$ cat src/rtl/bti_blk_rd_pkg.sv
// Shared definitions for the BTI block reader: transaction-id width,
// controller state encoding and a small id-sequencing helper.
package bti_blk_rd_pkg;

    // Width of the BTI transaction id carried on both request and response packets.
    localparam int BTI_TIDW = 4;

    // Job controller states.
    typedef enum logic [1:0] {
        ST_IDLE  = 2'd0,
        ST_RUN   = 2'd1,
        ST_DRAIN = 2'd2,
        ST_DONE  = 2'd3
    } state_e;

    // Next transaction id in sequence; wraps modulo 2^BTI_TIDW.
    function automatic logic [BTI_TIDW-1:0] tid_inc(input logic [BTI_TIDW-1:0] tid);
        return tid + {{(BTI_TIDW-1){1'b0}}, 1'b1};
    endfunction

endpackage

$ cat src/rtl/bti_blk_rd_if.sv
// BTI request and response channels. Packet fields are flattened into
// pkt_* members so the widths can follow the interface parameters.

interface bti_req_if_t
    import bti_blk_rd_pkg::*;
#(
    parameter int AW = 32,
    parameter int DW = 32
);
    logic                vld;
    logic                rdy;
    logic [AW-1:0]       pkt_addr;
    logic [BTI_TIDW-1:0] pkt_tid;
    logic                pkt_we;
    logic [DW-1:0]       pkt_wdata;

    modport mst (output vld, pkt_addr, pkt_tid, pkt_we, pkt_wdata, input rdy);
    modport slv (input vld, pkt_addr, pkt_tid, pkt_we, pkt_wdata, output rdy);
endinterface

interface bti_rsp_if_t
    import bti_blk_rd_pkg::*;
#(
    parameter int DW = 32
);
    logic                vld;
    logic                rdy;
    logic [BTI_TIDW-1:0] pkt_tid;
    logic [DW-1:0]       pkt_data;
    logic                pkt_ok;

    modport mst (output vld, pkt_tid, pkt_data, pkt_ok, input rdy);
    modport slv (input vld, pkt_tid, pkt_data, pkt_ok, output rdy);
endinterface

$ cat src/rtl/bti_blk_rd_sync_fifo.sv
// Single-clock FIFO holding read data between the BTI response channel and
// the output stream. A push into a full FIFO is accepted when a pop happens
// in the same cycle.
module sync_fifo #(
    parameter int DEPTH = 4,
    parameter int WIDTH = 32
) (
    input  logic             clk,
    input  logic             rst_n,
    input  logic             i_push,
    input  logic [WIDTH-1:0] i_data,
    input  logic             i_pop,
    output logic [WIDTH-1:0] o_data,
    output logic             o_empty
);
    localparam int PW = $clog2(DEPTH);
    localparam int CW = $clog2(DEPTH) + 1;

    localparam logic [PW-1:0] C_PTR_ONE = PW'(1);
    localparam logic [CW-1:0] C_CNT_ONE = CW'(1);
    localparam logic [CW-1:0] C_DEPTH   = CW'(DEPTH);

    logic [WIDTH-1:0] r_mem [DEPTH];
    logic [PW-1:0]    r_wr_ptr;
    logic [PW-1:0]    r_rd_ptr;
    logic [CW-1:0]    r_cnt;
    logic             w_full;
    logic             w_wr_en;
    logic             w_rd_en;

    assign o_empty = (r_cnt == {CW{1'b0}});
    assign w_full  = (r_cnt == C_DEPTH);
    assign o_data  = r_mem[r_rd_ptr];

    // Qualify push/pop: a read frees a slot that the same-cycle write may use.
    always_comb begin
        w_rd_en = i_pop & ~o_empty;
        w_wr_en = i_push & (~w_full | w_rd_en);
    end

    // Pointer and occupancy bookkeeping.
    always_ff @(posedge clk or negedge rst_n) begin
        if (!rst_n) begin
            r_wr_ptr <= {PW{1'b0}};
            r_rd_ptr <= {PW{1'b0}};
            r_cnt    <= {CW{1'b0}};
        end else begin
            if (w_wr_en) begin
                r_wr_ptr <= r_wr_ptr + C_PTR_ONE;
            end
            if (w_rd_en) begin
                r_rd_ptr <= r_rd_ptr + C_PTR_ONE;
            end
            case ({w_wr_en, w_rd_en})
                2'b10:   r_cnt <= r_cnt + C_CNT_ONE;
                2'b01:   r_cnt <= r_cnt - C_CNT_ONE;
                default: r_cnt <= r_cnt;
            endcase
        end
    end

    // Storage array; cleared on reset so no stale data is ever visible.
    always_ff @(posedge clk or negedge rst_n) begin
        if (!rst_n) begin
            for (int i = 0; i < DEPTH; i++) begin
                r_mem[i] <= {WIDTH{1'b0}};
            end
        end else if (w_wr_en) begin
            r_mem[r_wr_ptr] <= i_data;
        end
    end

endmodule

$ cat src/rtl/bti_blk_rd.sv
// BTI block reader: on start, issues len sequential word reads from
// base_addr over the BTI request channel, collects the in-order responses
// into a FIFO and streams the data out. Issue is credit-limited so that
// outstanding reads plus buffered words never exceed MAX_OUT, which is
// what lets the response channel stay permanently ready while busy.
module bti_blk_rd
    import bti_blk_rd_pkg::*;
#(
    parameter int BTI_AW  = 32,
    parameter int BTI_DW  = 32,
    parameter int MAX_OUT = 4
) (
    input  logic              clk,
    input  logic              rst_n,
    input  logic              start,
    input  logic [BTI_AW-1:0] base_addr,
    input  logic [15:0]       len,
    bti_req_if_t.mst          bti_req_mst,
    bti_rsp_if_t.slv          bti_rsp_slv,
    output logic              out_vld,
    input  logic              out_rdy,
    output logic [BTI_DW-1:0] out_data,
    output logic              busy,
    output logic              done,
    output logic              err
);
    // Credit counter covers outstanding reads plus FIFO occupancy (0..MAX_OUT).
    localparam int CW = $clog2(MAX_OUT) + 1;
    localparam logic [CW-1:0]     C_MAX      = CW'(MAX_OUT);
    localparam logic [CW-1:0]     C_ONE      = CW'(1);
    localparam logic [BTI_AW-1:0] C_WORD_INC = BTI_AW'(4);

    state_e              r_state;
    state_e              w_state_nxt;

    logic [BTI_AW-1:0]   r_addr;
    logic [BTI_AW-1:0]   w_addr_nxt;
    logic [BTI_TIDW-1:0] r_tid;
    logic [BTI_TIDW-1:0] w_tid_nxt;
    logic [15:0]         r_left;
    logic [15:0]         w_left_nxt;
    logic                r_req_vld;
    logic                w_req_vld_nxt;
    logic [CW-1:0]       r_used;
    logic [CW-1:0]       w_used_nxt;
    logic [BTI_TIDW-1:0] r_exp_tid;
    logic [BTI_TIDW-1:0] w_exp_tid_nxt;
    logic                r_busy;
    logic                w_busy_nxt;
    logic                r_done;
    logic                w_done_nxt;
    logic                r_err;
    logic                w_err_nxt;

    logic                w_issue;
    logic                w_rsp_fire;
    logic                w_rsp_bad;
    logic                w_pop;
    logic                w_start_ok;
    logic                w_fifo_empty;

    assign w_issue    = r_req_vld & bti_req_mst.rdy;
    assign w_rsp_fire = bti_rsp_slv.vld & r_busy;
    assign w_rsp_bad  = (bti_rsp_slv.pkt_tid != r_exp_tid) | ~bti_rsp_slv.pkt_ok;
    assign w_pop      = ~w_fifo_empty & out_rdy;
    assign w_start_ok = start & (r_state == ST_IDLE);

    // Credit usage: a response moves a credit from outstanding into the FIFO,
    // so only issue and pop change the total.
    always_comb begin
        w_used_nxt = r_used;
        if (w_issue & ~w_pop) begin
            w_used_nxt = r_used + C_ONE;
        end else if (~w_issue & w_pop) begin
            w_used_nxt = r_used - C_ONE;
        end else begin
            w_used_nxt = r_used;
        end
    end

    // Next-state decode plus the status outputs that follow the next state.
    always_comb begin
        w_state_nxt = r_state;
        case (r_state)
            ST_IDLE: begin
                if (w_start_ok) begin
                    w_state_nxt = (len == 16'd0) ? ST_DONE : ST_RUN;
                end else begin
                    w_state_nxt = ST_IDLE;
                end
            end
            ST_RUN: begin
                if (w_issue && (r_left == 16'd1)) begin
                    w_state_nxt = ST_DRAIN;
                end else begin
                    w_state_nxt = ST_RUN;
                end
            end
            ST_DRAIN: begin
                if (r_used == {CW{1'b0}}) begin
                    w_state_nxt = ST_DONE;
                end else begin
                    w_state_nxt = ST_DRAIN;
                end
            end
            ST_DONE: begin
                w_state_nxt = ST_IDLE;
            end
            default: begin
                w_state_nxt = ST_IDLE;
            end
        endcase
        w_busy_nxt = (w_state_nxt != ST_IDLE);
        w_done_nxt = (w_state_nxt == ST_DONE);
    end

    // Request generator. vld is registered from credit state that only moves
    // on issue/pop, so a presented request stays presented until accepted.
    always_comb begin
        w_addr_nxt    = r_addr;
        w_tid_nxt     = r_tid;
        w_left_nxt    = r_left;
        w_req_vld_nxt = 1'b0;
        if (w_start_ok) begin
            w_addr_nxt    = base_addr;
            w_tid_nxt     = {BTI_TIDW{1'b0}};
            w_left_nxt    = len;
            w_req_vld_nxt = (len != 16'd0);
        end else if (r_state == ST_RUN) begin
            if (w_issue) begin
                w_addr_nxt = r_addr + C_WORD_INC;
                w_tid_nxt  = tid_inc(r_tid);
                w_left_nxt = r_left - 16'd1;
            end else begin
                w_addr_nxt = r_addr;
                w_tid_nxt  = r_tid;
                w_left_nxt = r_left;
            end
            w_req_vld_nxt = (w_left_nxt != 16'd0) && (w_used_nxt < C_MAX);
        end else begin
            w_req_vld_nxt = 1'b0;
        end
    end

    // Response checker: in-order tid tracking and sticky per-job error.
    always_comb begin
        w_exp_tid_nxt = r_exp_tid;
        w_err_nxt     = r_err;
        if (w_start_ok) begin
            w_exp_tid_nxt = {BTI_TIDW{1'b0}};
            w_err_nxt     = 1'b0;
        end else if (w_rsp_fire) begin
            w_exp_tid_nxt = tid_inc(r_exp_tid);
            w_err_nxt     = r_err | w_rsp_bad;
        end else begin
            w_exp_tid_nxt = r_exp_tid;
            w_err_nxt     = r_err;
        end
    end

    // Controller state register.
    always_ff @(posedge clk or negedge rst_n) begin
        if (!rst_n) begin
            r_state <= ST_IDLE;
        end else begin
            r_state <= w_state_nxt;
        end
    end

    // Datapath and status registers.
    always_ff @(posedge clk or negedge rst_n) begin
        if (!rst_n) begin
            r_addr    <= {BTI_AW{1'b0}};
            r_tid     <= {BTI_TIDW{1'b0}};
            r_left    <= 16'd0;
            r_req_vld <= 1'b0;
            r_used    <= {CW{1'b0}};
            r_exp_tid <= {BTI_TIDW{1'b0}};
            r_busy    <= 1'b0;
            r_done    <= 1'b0;
            r_err     <= 1'b0;
        end else begin
            r_addr    <= w_addr_nxt;
            r_tid     <= w_tid_nxt;
            r_left    <= w_left_nxt;
            r_req_vld <= w_req_vld_nxt;
            r_used    <= w_used_nxt;
            r_exp_tid <= w_exp_tid_nxt;
            r_busy    <= w_busy_nxt;
            r_done    <= w_done_nxt;
            r_err     <= w_err_nxt;
        end
    end

    sync_fifo #(
        .DEPTH (MAX_OUT),
        .WIDTH (BTI_DW)
    ) u_fifo (
        .clk     (clk),
        .rst_n   (rst_n),
        .i_push  (w_rsp_fire),
        .i_data  (bti_rsp_slv.pkt_data),
        .i_pop   (w_pop),
        .o_data  (out_data),
        .o_empty (w_fifo_empty)
    );

    assign bti_req_mst.vld       = r_req_vld;
    assign bti_req_mst.pkt_addr  = r_addr;
    assign bti_req_mst.pkt_tid   = r_tid;
    assign bti_req_mst.pkt_we    = 1'b0;
    assign bti_req_mst.pkt_wdata = {BTI_DW{1'b0}};
    assign bti_rsp_slv.rdy       = r_busy;

    assign out_vld = ~w_fifo_empty;
    assign busy    = r_busy;
    assign done    = r_done;
    assign err     = r_err;

endmodule

$ cat src/flat_wrapper.sv
// flat-port wrapper written by rule: the top's interface ports become plain ports
module bti_blk_rd_flat import bti_blk_rd_pkg::*;
#(
    parameter int BTI_AW  = 32,
    parameter int BTI_DW  = 32,
    parameter int MAX_OUT = 4
)
  (clk, rst_n, start, base_addr, len, out_vld, out_rdy, out_data, busy, done, err, bti_req_mst_vld, bti_req_mst_pkt_addr, bti_req_mst_pkt_tid, bti_req_mst_pkt_we, bti_req_mst_pkt_wdata, bti_req_mst_rdy, bti_rsp_slv_vld, bti_rsp_slv_pkt_tid, bti_rsp_slv_pkt_data, bti_rsp_slv_pkt_ok, bti_rsp_slv_rdy);
  bti_req_if_t #(.AW((32)), .DW((32))) bti_req_mst_i ();
  bti_rsp_if_t #(.DW((32))) bti_rsp_slv_i ();
  input  logic clk;
  input  logic rst_n;
  input  logic start;
  input  logic [BTI_AW-1:0] base_addr;
  input  logic [15:0] len;
  output logic out_vld;
  input  logic out_rdy;
  output logic [BTI_DW-1:0] out_data;
  output logic busy;
  output logic done;
  output logic err;
  output wire logic [$bits(bti_req_mst_i.vld)-1:0] bti_req_mst_vld;
  output wire logic [$bits(bti_req_mst_i.pkt_addr)-1:0] bti_req_mst_pkt_addr;
  output wire logic [$bits(bti_req_mst_i.pkt_tid)-1:0] bti_req_mst_pkt_tid;
  output wire logic [$bits(bti_req_mst_i.pkt_we)-1:0] bti_req_mst_pkt_we;
  output wire logic [$bits(bti_req_mst_i.pkt_wdata)-1:0] bti_req_mst_pkt_wdata;
  input wire logic [$bits(bti_req_mst_i.rdy)-1:0] bti_req_mst_rdy;
  input wire logic [$bits(bti_rsp_slv_i.vld)-1:0] bti_rsp_slv_vld;
  input wire logic [$bits(bti_rsp_slv_i.pkt_tid)-1:0] bti_rsp_slv_pkt_tid;
  input wire logic [$bits(bti_rsp_slv_i.pkt_data)-1:0] bti_rsp_slv_pkt_data;
  input wire logic [$bits(bti_rsp_slv_i.pkt_ok)-1:0] bti_rsp_slv_pkt_ok;
  output wire logic [$bits(bti_rsp_slv_i.rdy)-1:0] bti_rsp_slv_rdy;
  assign bti_req_mst_vld = bti_req_mst_i.vld;
  assign bti_req_mst_pkt_addr = bti_req_mst_i.pkt_addr;
  assign bti_req_mst_pkt_tid = bti_req_mst_i.pkt_tid;
  assign bti_req_mst_pkt_we = bti_req_mst_i.pkt_we;
  assign bti_req_mst_pkt_wdata = bti_req_mst_i.pkt_wdata;
  assign bti_req_mst_i.rdy = bti_req_mst_rdy;
  assign bti_rsp_slv_i.vld = bti_rsp_slv_vld;
  assign bti_rsp_slv_i.pkt_tid = bti_rsp_slv_pkt_tid;
  assign bti_rsp_slv_i.pkt_data = bti_rsp_slv_pkt_data;
  assign bti_rsp_slv_i.pkt_ok = bti_rsp_slv_pkt_ok;
  assign bti_rsp_slv_rdy = bti_rsp_slv_i.rdy;
  bti_blk_rd #(.BTI_AW(BTI_AW), .BTI_DW(BTI_DW), .MAX_OUT(MAX_OUT)) u_core (.clk(clk), .rst_n(rst_n), .start(start), .base_addr(base_addr), .len(len), .bti_req_mst(bti_req_mst_i), .bti_rsp_slv(bti_rsp_slv_i), .out_vld(out_vld), .out_rdy(out_rdy), .out_data(out_data), .busy(busy), .done(done), .err(err));
endmodule
$ cat config.mk
export PLATFORM = sky130hd
export DESIGN_NAME = bti_blk_rd_flat
export DESIGN_NICKNAME = d
export VERILOG_FILES = /design/src/rtl/bti_blk_rd_pkg.sv /design/src/rtl/bti_blk_rd_if.sv /design/src/rtl/bti_blk_rd_sync_fifo.sv /design/src/rtl/bti_blk_rd.sv /design/src/flat_wrapper.sv
export SDC_FILE = /design/constraint.sdc
export NUM_CORES = 1
export LEC_CHECK = 0
export BUFFER_PORTS_ARGS = -buffer_cell sky130_fd_sc_hd__buf_4
export CAP_MARGIN = 0
export CORE_MARGIN = 2
export CORE_UTILIZATION = 60
export CTS_BUF_LIST = sky130_fd_sc_hd__clkbuf_8
export CTS_CLUSTER_SIZE = 28
export DETAILED_ROUTE_END_ITERATION = 12
export GPL_TIMING_DRIVEN = 0
export PLACE_DENSITY = 0.86
export SYNTH_ARGS = -nofsm -noshare
export SYNTH_HDL_FRONTEND = slang
export SYNTH_SLANG_ARGS = --single-unit
$ cat constraint.sdc
create_clock -name clk -period 4.2 [get_ports clk]
set_input_delay 0.21 -clock clk [delete_from_list [all_inputs] [get_ports clk]]
set_output_delay 0.21 -clock clk [all_outputs]
set_load 0.02 [all_outputs]
# Word level (Yosys, flattened, before mapping)
# Index checks and enable logic that the tools add are counted.
[classes]
eq_ne = 9
bitwise = 18
mux = 31
magnitude_cmp = 4
add_sub_neg = 10
reduce_logical = 15
[op_table]
columns = ["cell", "n"]
rows = [
  ["2-to-1 mux 32 bit", 6],
  ["bitwise mux 128 bit", 1],
  ["2-to-1 mux 16 bit", 5],
  ["binary-select mux 32 bit (select 2 bit)", 1],
  ["demux 32 bit (select 2 bit)", 1],
  ["adder 32 x 3 -> 32 bit, second input constant", 1],
  ["nonzero test 16 bit", 2],
  ["2-to-1 mux 4 bit", 5],
  ["equality test 16 x 1 -> 1 bit, second input constant", 1],
  ["zero test 16 bit", 1],
  ["subtractor 16 x 1 -> 16 bit, second input constant", 1],
  ["nonzero test 2 bit", 5],
  ["adder 4 x 1 -> 4 bit, second input constant", 2],
  ["AND 1 bit", 8],
  ["equality test 2 bit, second input constant", 4],
  ["case mux 2 bit (4 select lines)", 1],
  ["adder 3 x 1 -> 3 bit, second input constant", 2],
  ["greater-or-equal comparator 3 bit, second input constant", 2],
  ["zero test 3 bit", 2],
  ["2-to-1 mux 2 bit", 3],
  ["2-to-1 mux 3 bit", 2],
  ["inverter 2 -> 3 bit", 2],
  ["case mux 3 bit (2 select lines)", 1],
  ["subtractor 3 x 1 -> 3 bit, second input constant", 2],
  ["12 further kinds", 26],
]
[word_totals]
input_bits = 91
regBits = 200
elab_cells = 104

# Longest topological paths before layout
[logic_depth]
ltp_word = 10
depth_mapped = 8
ltp_nobuf = 8

# Cells and area by module
# From an unflattened synthesis, not the netlist that was laid out.
[unflattened]
hier_cells = 847
area_unflattened_um2 = 10177.3
[by_module_without_submodules]
columns = ["mod", "cells_each", "area_per_inst_um2", "seq_area_each_um2", "n_inst"]
rows = [
  ["sync_fifo", 348, 5967.0, 3378.2, 1],
  ["bti_blk_rd", 499, 4210.3, 1626.6, 1],
]

# Worst setup path after synthesis
# OpenSTA, ideal clock, no wires.
[synth_path]
path_kind = "reg2reg"
startpoint = "reg u_core.r_left[0]"
endpoint = "reg u_core.r_left[12]"
required_time_ns = 4.069
setup_ns = 0.131
t_arrival_ns = 2.182
slack_ns = 1.888
path_stages_with_launch = 9
synth_period_minus_slack_ns = 2.312
cell_sequence = "dfrtp_1 > inv_1 > ha_1 > clkbuf_1 > nand4b_1 > or3_2 > or4_1 > nand3_1 > o211ai_1"
[synth_via]
elab_chain_cells = 6
[synth_rtl]
columns = ["element", "line", "rtl"]
rows = [
  ["start: declaration", "bti_blk_rd.sv:40", "logic [15:0] r_left;"],
  ["start signal: assignment", "bti_blk_rd.sv:185", "r_left <= w_left_nxt;"],
  ["subtractor 16 x 1 -> 16 bit", "bti_blk_rd.sv:133", "w_left_nxt = r_left - 16'd1;"],
  ["2-to-1 mux 16 bit", "bti_blk_rd.sv:130", "if (w_issue) begin"],
  ["2-to-1 mux 16 bit", "bti_blk_rd.sv:129", "end else if (r_state == ST_RUN) begin"],
  ["2-to-1 mux 16 bit", "bti_blk_rd.sv:124", "if (w_start_ok) begin"],
  ["2-to-1 mux 16 bit", "bti_blk_rd.sv:129", ""],
  ["2-to-1 mux 16 bit", "bti_blk_rd.sv:124", ""],
]
# Every way passes these cells. The select of a mux whose other input is x is not followed.
# A chain may end at the register's enable or synchronous reset.

# Final worst setup path
[layout_path]
startpoint = "reg u_core.u_fifo.r_rd_ptr[0]"
endpoint = "out out_data[4]"
[layout_via]
elab_chain_cells = 4
[layout_rtl]
columns = ["element", "line", "rtl"]
rows = [
  ["start: declaration", "bti_blk_rd_sync_fifo.sv:25", "logic [PW-1:0] r_rd_ptr;"],
  ["start signal: assignment", "bti_blk_rd_sync_fifo.sv:45", "r_rd_ptr <= {PW{1'b0}};"],
  ["start signal: assignment", "bti_blk_rd_sync_fifo.sv:52", "r_rd_ptr <= r_rd_ptr + C_PTR_ONE;"],
  ["inverter 2 -> 3 bit (not written as such)", "bti_blk_rd_sync_fifo.sv:33", "assign o_data = r_mem[r_rd_ptr];"],
  ["binary-select mux 32 bit (select 2 bit)", "bti_blk_rd_sync_fifo.sv:33", ""],
  ["2-to-1 mux 32 bit (not written as such) (2 in a row)", "bti_blk_rd_sync_fifo.sv:33", ""],
  ["end: declaration", "flat_wrapper.sv:18", "output logic [BTI_DW-1:0] out_data;"],
]
# Every way passes these cells. The select of a mux whose other input is x is not followed.

==> metrics.csv <==
stage,metric,value,unit
pwr,total_power,0.00937,W
global_route,gr-total-overflow,0,
placed_design,dp_hpwl,15.8,mm
pwr,p_int,0.00568,W
cts,cts_buffers,17,
cells_and_area,final_common_cell,dfrtp_1,
pwr,swShare,39.4,%
worst_setup_path,critical_path_arrival,2.65,ns
cts,cts_max_path_buffers,2,
placed_design,place_area,0.0116,mm²
routing,wirelength,24.5,mm
cells_and_area,drive_gt1_share,35.6,%
cts,htree_num_levels,4,
synthesis,yosysWarnings,0,
cells_and_area,design_area,0.0128,mm²
synthesis,synthArstFlopShare,100,%
worst_setup_path,cp-start-kind,flip-flop,
die,start_util,60.7,%
routing,wl_per_cell,18.3,µm
timing,finalHoldViolCount,0,
timing,tightest_slew,0.884,ns
worst_setup_path,cp.required,3.99,ns
worst_setup_path,critPathKind,reg -> out,
routing,avgViaCountPerCell,5.70,
placed_design,numPortBuffers,164,
timing,setup_viol,0,
worst_setup_path,cp_max_fo,10,
routing,drc,0,
routing,vias,7657,
global_route,antenna_found_initial,0,
synthesis,synth_ff_type,dfrtp_1,
die,fp-row-count,47,
cells_and_area,fillers,969,
synthesis,ys_seq_area_share,50.4,%
timing,fmax,350,MHz
cts,clock_sinks,200,
synthesis,synth_area_per_cell,12.1,µm²
pwr,p_per_area,734,mW/mm²
job,drv_cap,0,
cells_and_area,layout.cells.most_common_list,"200 x dfrtp_1, 198 x buf_4, 129 x mux2_2, 78 x dlygate4sd3_1, 75 x nand2_1",
worst_setup_path,critPathCaptureType,primary output,
cts,root_buffer,clkbuf_8,
global_route,grt_pass1_wl,39.7,mm
timing,rsz0062_at_grt,false,
die,die-area,0.0176,mm²
timing,clock_skew,0.0157,ns
synthesis,synth_edf_count,0,
cells_and_area,ff_latch_area,0.00500,mm²
timing,setup_tns,0,ns
cts,post_cts_resized,0,
timing,slew_headroom,40.6,%
global_route,grt_start_max_net_pins,124,
outcome,status,"finished, final reports clean",
timing,fin_crit,2.86,ns
cts,clk_latency,0.46,ns
pwr,switchingPower,0.00369,W
routing,ant_nets,0,
die,die_x,133,µm
cts,cts_tree,done,
pwr,clkPwrFrac,12.5,%
pwr,p_leak,5.61,nW
cells_and_area,utilization,78.0,%
synthesis,syn_area,0.00992,mm²
pwr,combPwrFrac,49.2,%
die,core,0.0163,mm²
global_route,grt_pass1_vias,7940,
cells_and_area,syn2layout_area_growth,28.6,%
die,die_h,133,µm
cells_and_area,multi_input_area,0.00454,mm²
pwr,seqPwrFrac,38.3,%
timing,slew_viol_final,0,
cells_and_area,diodes,0,
pwr,ir_worst_vdd,409,µV
synthesis,yosysUniqueCellTypes,56,
cts,path_clk_slew,0.09,ns
synthesis,synthCells,817,
global_route,grt.total_usage,28.4,%
routing,drtPass1Iterations,5,
cells_and_area,num-nets-final,1218,
die,pin_count,198,
routing,drt_iter0_drc,453,
synthesis,synth_seq_cells,200,
timing,timing.final.crit_share,68.0,%
hold_path,hold_class,in -> reg,
placed_design,gp_congestion,0.921,
metrics by stage:
stage	hold WS, ns	setup WS [ns]	instances
after floorplan	-0.0856	1.89	849
after global placement	0.405	1.54	1233
after detailed placement	-0.00995	1.56	1235
after CTS	0.000938	1.22	1343
after global routing	0.0120	1.10	1343
final	0.0275	1.34	1343
area by class of cell:
cell class	count	area share [%]
Multi-Input combinational cell	555	35.6
Buffer	78	3.39
Timing Repair Buffer	244	16.3
Sequential cell	200	39.2
Inverter	16	0.471
Clock buffer	18	1.94
Tap cell	220	2.16
Clock inverter	12	0.941
Yosys cell counts, drive strengths merged, types with 3 or more instances:
master,count,area [µm²]
a22oi,6,45.0
ha,14,175
nand3,22,110
xor2,21,184
dfrtp,200,5000
a21oi,8,40.0
o211ai,9,67.6
o21ai,44,220
or4,7,61.3
nor4,20,140
or3,8,51.3
xnor2,25,219
a221o,6,61.3
clkbuf,24,90.1
inv,16,60.1
mux2,129,1450
buf,54,343
nand4,8,50.1
mux4,32,721
and4,3,26.3
nor2,28,105
mux2i,3,30.0
o31ai,3,22.5
nand2,75,282
and3,3,18.8
nor3,17,85.1
nand3b,3,22.5
worst max-delay path, cell delays in order (launching register included):
cell	delay (ns)
dfrtp_1	0.33
clkbuf_1	0.37
buf_1	0.70
mux4_2	0.62
buf_4	0.18
path summary, 6_finish.rpt:
check / start / to / slack (ns) / cells past startpoint
setup / recovery: u_core.u_fifo.r_rd_ptr[0] / out_data[4] / 1.34 / 4
setup reg to reg: u_core.r_left[0] / u_core.r_left[12] / 1.46 / 8
hold / removal: bti_rsp_slv_pkt_data[26] / u_core.u_fifo.r_mem[58] / 0.03 / 2
min in group asynchronous: rst_n / u_core.u_fifo.r_mem[104] / 0.11 / 2
max in group asynchronous: rst_n / u_core.bti_req_mst.pkt_addr[9] / 2.98 / 4
hold reg to reg: u_core.u_fifo.r_mem[42] / u_core.u_fifo.r_mem[42] / 0.50 / 1
routing by layer:
layer  vias up  GRT usage [%]  share of wire, %
met5         -              0                 0
li1       3465              -                 -
met1      3770           35.6                39
met3        68           6.09               7.2
met2       354           49.0                51
met4         0           10.6               2.4
power groups by stage:
stage / clock network (W) / logic (W) / registers [W]
after floorplan: 0 / 0.00292 / 0.00357
after global placement: 0 / 0.00436 / 0.00350
after detailed placement: 0 / 0.00451 / 0.00357
after CTS: 0.00119 / 0.00459 / 0.00354
after global routing: 0.00127 / 0.00493 / 0.00369
final: 0.00117 / 0.00461 / 0.00359
kinds of logic (layout without fill, tap and decap cells):
| kind of cell | count (synthesis) | in the layout | share of synthesized area (%) |
|---|---|---|---|
| and+or+nand+nor | 208 | 208 | 10.7 |
| DFF | 200 | 200 | 50.4 |
| muxes | 164 | 164 | 22.2 |
| buffers and inverters | 94 | 368 | 4.97 |
| AOI/OAI and AO/OA | 89 | 89 | 5.65 |
| xor gates and xnor gates | 46 | 46 | 4.06 |
| adders and majority gates | 15 | 15 | 1.97 |
| other | 1 | 33 | 0.0378 |
sequential cells by signal (all words and copies together) (netlist names):
register,count
u_core.u_fifo.r_mem,128
u_core.bti_rsp_slv.rdy,1
u_core.r_left,16
u_core.bti_req_mst.vld,1
u_core.r_exp_tid,4
u_core.done,1
u_core.bti_req_mst.pkt_tid,4
u_core.bti_req_mst.pkt_addr,32
u_core.err,1
u_core.u_fifo.r_cnt,3
u_core.u_fifo.r_rd_ptr,2
u_core.r_state,2
u_core.r_used,3
u_core.u_fifo.r_wr_ptr,2
repair_timing:
action | in CTS | in global routing
endpoints found under the hold margin | 271 | 0
hold buffers | 78 | 0
buffers inserted | 0 | 0
Note: power is estimated with default switching activity, not from simulation.
